[src/rtl/d_latch.sv]
// Clock-synchronous emulation of a WIDTH-bit D latch with capture-valid and close-pulse status.
// Optional D_LATCH_TRANSPARENT_EN: q passes d combinationally while c is high.
module d_latch #(
   parameter int               WIDTH   = 4,
   parameter logic [WIDTH-1:0] RST_VAL = '0
) (
   input  logic             clk,
   input  logic             rst_n,
   input  logic [WIDTH-1:0] d,
   input  logic             c,
   output logic [WIDTH-1:0] q,
   output logic             q_valid,
   output logic             close_pulse
);

   logic [WIDTH-1:0] q_reg;
   logic             c_q;
   logic             valid_reg;
   logic             pulse_reg;

   // d is only sampled while open, so X on a closed latch never reaches q_reg.
   always_ff @(posedge clk or negedge rst_n) begin
      if (!rst_n) begin
         q_reg <= RST_VAL;
      end else if (c) begin
         q_reg <= d;
      end
   end

   always_ff @(posedge clk or negedge rst_n) begin
      if (!rst_n) begin
         c_q       <= 1'b0;
         valid_reg <= 1'b0;
         pulse_reg <= 1'b0;
      end else begin
         c_q       <= c;
         valid_reg <= valid_reg | c;
         pulse_reg <= c_q & ~c;
      end
   end

`ifdef D_LATCH_TRANSPARENT_EN
   assign q = c ? d : q_reg;
`else
   assign q = q_reg;
`endif

   assign q_valid     = valid_reg;
   assign close_pulse = pulse_reg;

endmodule

[config.mk]
export PLATFORM = sky130hd
export DESIGN_NAME = d_latch
export DESIGN_NICKNAME = d
export VERILOG_FILES = /design/src/rtl/d_latch.sv
export SDC_FILE = /design/constraint.sdc
export NUM_CORES = 1
export LEC_CHECK = 0
export CAP_MARGIN = 20
export CELL_PAD_IN_SITES_DETAIL_PLACEMENT = 1
export CELL_PAD_IN_SITES_GLOBAL_PLACEMENT = 2
export CORE_AREA = 2 2 39 41
export CTS_CLUSTER_DIAMETER = 30
export CTS_CLUSTER_SIZE = 8
export DETAILED_ROUTE_END_ITERATION = 10
export DIE_AREA = 0 0 41 43
export GPL_TIMING_DRIVEN = 1
export HOLD_SLACK_MARGIN = 0.05
export MAX_ROUTING_LAYER = met4
export PLACE_DENSITY_LB_ADDON = 0.2
export SETUP_SLACK_MARGIN = 0.5
export SYNTH_ARGS = -nofsm -noshare
export SYNTH_HDL_FRONTEND = slang
export SYNTH_SLANG_ARGS = --single-unit
export TNS_END_PERCENT = 50
[constraint.sdc]
create_clock -name clk -period 0.8 [get_ports clk]
set_input_delay 0.12 -clock clk [delete_from_list [all_inputs] [get_ports clk]]
set_output_delay 0.12 -clock clk [all_outputs]
set_load 0.005 [all_outputs]
==> flow_summary.ini <==
[outcome]
outcome = finished with violations
violations = negative hold slack, negative setup slack

[global_routing]
antenna_found_initial = 0
grt_max_degree = 8
grt-ovfl-total = 0
grt_pass1_vias = 197
grt_pass1_wl_um = 855
grtUsageTotal_pct = 7.98

[clocking]
cts.clk_slew.worst_paths_ns = 0.05
cts_root_buf = clkbuf_4
ctsLongestPathBuffers = 2
htreeDepth = 1
cts_tree = done
insertion_delay_ns = 0.24
cts.sinks = 7
cts_buffers = 3

[worst_setup_path]
cp_max_fo = 2
critical_path.top_delay_family = flip-flops
worst_path_max_delay_cell = dfrtp_1
arrival_ns = 1.04
startpoint = q_valid
criticalPathCategory = reg -> reg
crit_path_end_kind = register
crit_buf_inv = 2
max_stage_delay_ns = 0.38
r2r_start = q_valid
setup.worst_path.start_class = register
crit_chain = buf_6 > buf_6 > or2_4
required_ns = 0.93
crit_top_cell = buf_6

[synth]
synth-xor-area-share_pct = 0
ys_top_cells_by_area = dfrtp_1 (74%), mux2_2 (19%), and2b_2 (3.7%)
yosys.area_share.simple_pct = 6.38
synth_top_family_by_area = multiplexers
syn_avg_cell_area_um2 = 18.1
synth_largest_area_cell = dfrtp_1
netlist_area_um2 = 235
synth_top_area_share_pct = 74.5
yosys_warnings = 0
syn_nets = 20
synthAdderAreaFrac_pct = 0
ys_seq_area_share_pct = 74.5
synth_compound_area_share_pct = 0
syn_inst = 13
yosys.cell_types.count = 4
synth-seq-cells = 7
synth.area.mux_share_pct = 19.1

[routing]
via_per_inst = 3.64
wl_per_cell_um = 10.9
drcViolationCount = 0
first_iter_violations = 0
vias = 171
totalWireLength_um = 513
ant_nets = 0
first_pass_iters = 1

[layout]
largest_register_ffs = 4
antenna_cells = 0
final_common_cell = dfrtp_1
final_cell_mix = dfrtp_1 (7), buf_2 (6), clkdlybuf4s50_1 (4)
syn2layout_area_growth_pct = 71.3
fillers = 158
drive_above_1_share_pct = 54.8
nNetsFinal = 39

[floorplanning]
start_util_pct = 17.0
die_h_um = 43
pin_count = 13
core-area_um2 = 1380
dieWidth_um = 41
dieArea_um2 = 1760
rows = 14

[timing]
clock.fmax_ghz = 1.10
slew_viol_final = 0
rsz0062_at_grt = true
layout_setup_ws_ns = -0.109
period_needed_ns = 0.909
hold_viol_final = 7
setup_violations = 7
fin_skew_ns = 0.0000500
fin_crit_sh_pct = 114
tightest_slew_ns = 0.322
whs_ns = -0.128
slew_headroom_pct = 78.6

[power]
p_total_mw = 0.790
power_density_nw_per_um2 = 1960
peakVddDrop_mv = 0.668
p_leak_nw = 0.187

[place]
portBuffers = 12
gp_congestion = 0.632
dpl_worst_slack_ns = -0.469

[flow_run]
cap_violations = 0

[worst_hold_path]
hold_class = in -> async
layout make-up:
cell class	count	area (um2)	share of cell area (%)
repair buffers	14	111	27.6
clock buffers	4	26.3	6.52
multi-input cells	6	70.1	17.4
well taps	16	20.0	4.97
flip-flops and latches	7	175	43.5
synthesized netlist by cell type:
library cell / n
or2_2: 1
dfrtp_1: 7
and2b_2: 1
mux2_2: 4
report_power, final:
group          internal [mW]  switching (mW)  total, mW
Clock                  0.189           0.115      0.304
Sequential             0.380          0.0107      0.391
Combinational         0.0630          0.0323     0.0953
what timing repair did:
item | CTS | global route
endpoints found under the hold margin | 7 | 7
gates cloned | 0 | 0
buffers inserted | 1 | 0
pin swaps | 0 | 0
resized for setup | 31 | 0
setup endpoints to repair | 20 | 13
metal layers:
metal	wire, um	GRT usage, %	part of all wire [%]
met1	203	9.54	40
met2	244	10.3	48
met3	66	4.71	13
met4	0	4.00	0
met5	0	-	0
kinds of logic (layout without fill, tap and decap cells):
logic type	after synthesis	in the layout
buffers and inverters	0	18
and+or+nand+nor	2	2
DFF	7	7
muxes	4	4
metrics by stage:
step | cells | util [%] | hold slack, ns | area, um2 | TNS, ns
after global placement | 42 | 27.8 | 0.398 | 385 | -3.21
after global routing | 47 | 29.1 | -0.104 | 403 | -0.707
after floorplan | 13 | - | -0.176 | 238 | 0
after detailed placement | 42 | 27.8 | 0.409 | 385 | -3.47
final | 47 | 29.1 | -0.128 | 403 | -0.438
after CTS | 47 | 29.1 | -0.125 | 403 | -0.538
worst paths after layout:
kind | cells past startpoint | slack [ns] | endpoint
max reg2reg | 3 | -0.11 | q_valid
min | 1 | -0.13 | q_valid
min reg2reg | 1 | 0.48 | close_pulse
min in group clk | 1 | 0.31 | c_q
max | 3 | -0.11 | q_valid
max in group asynchronous | 1 | 0.69 | q[2]
Note: power is estimated with default switching activity, not from simulation.
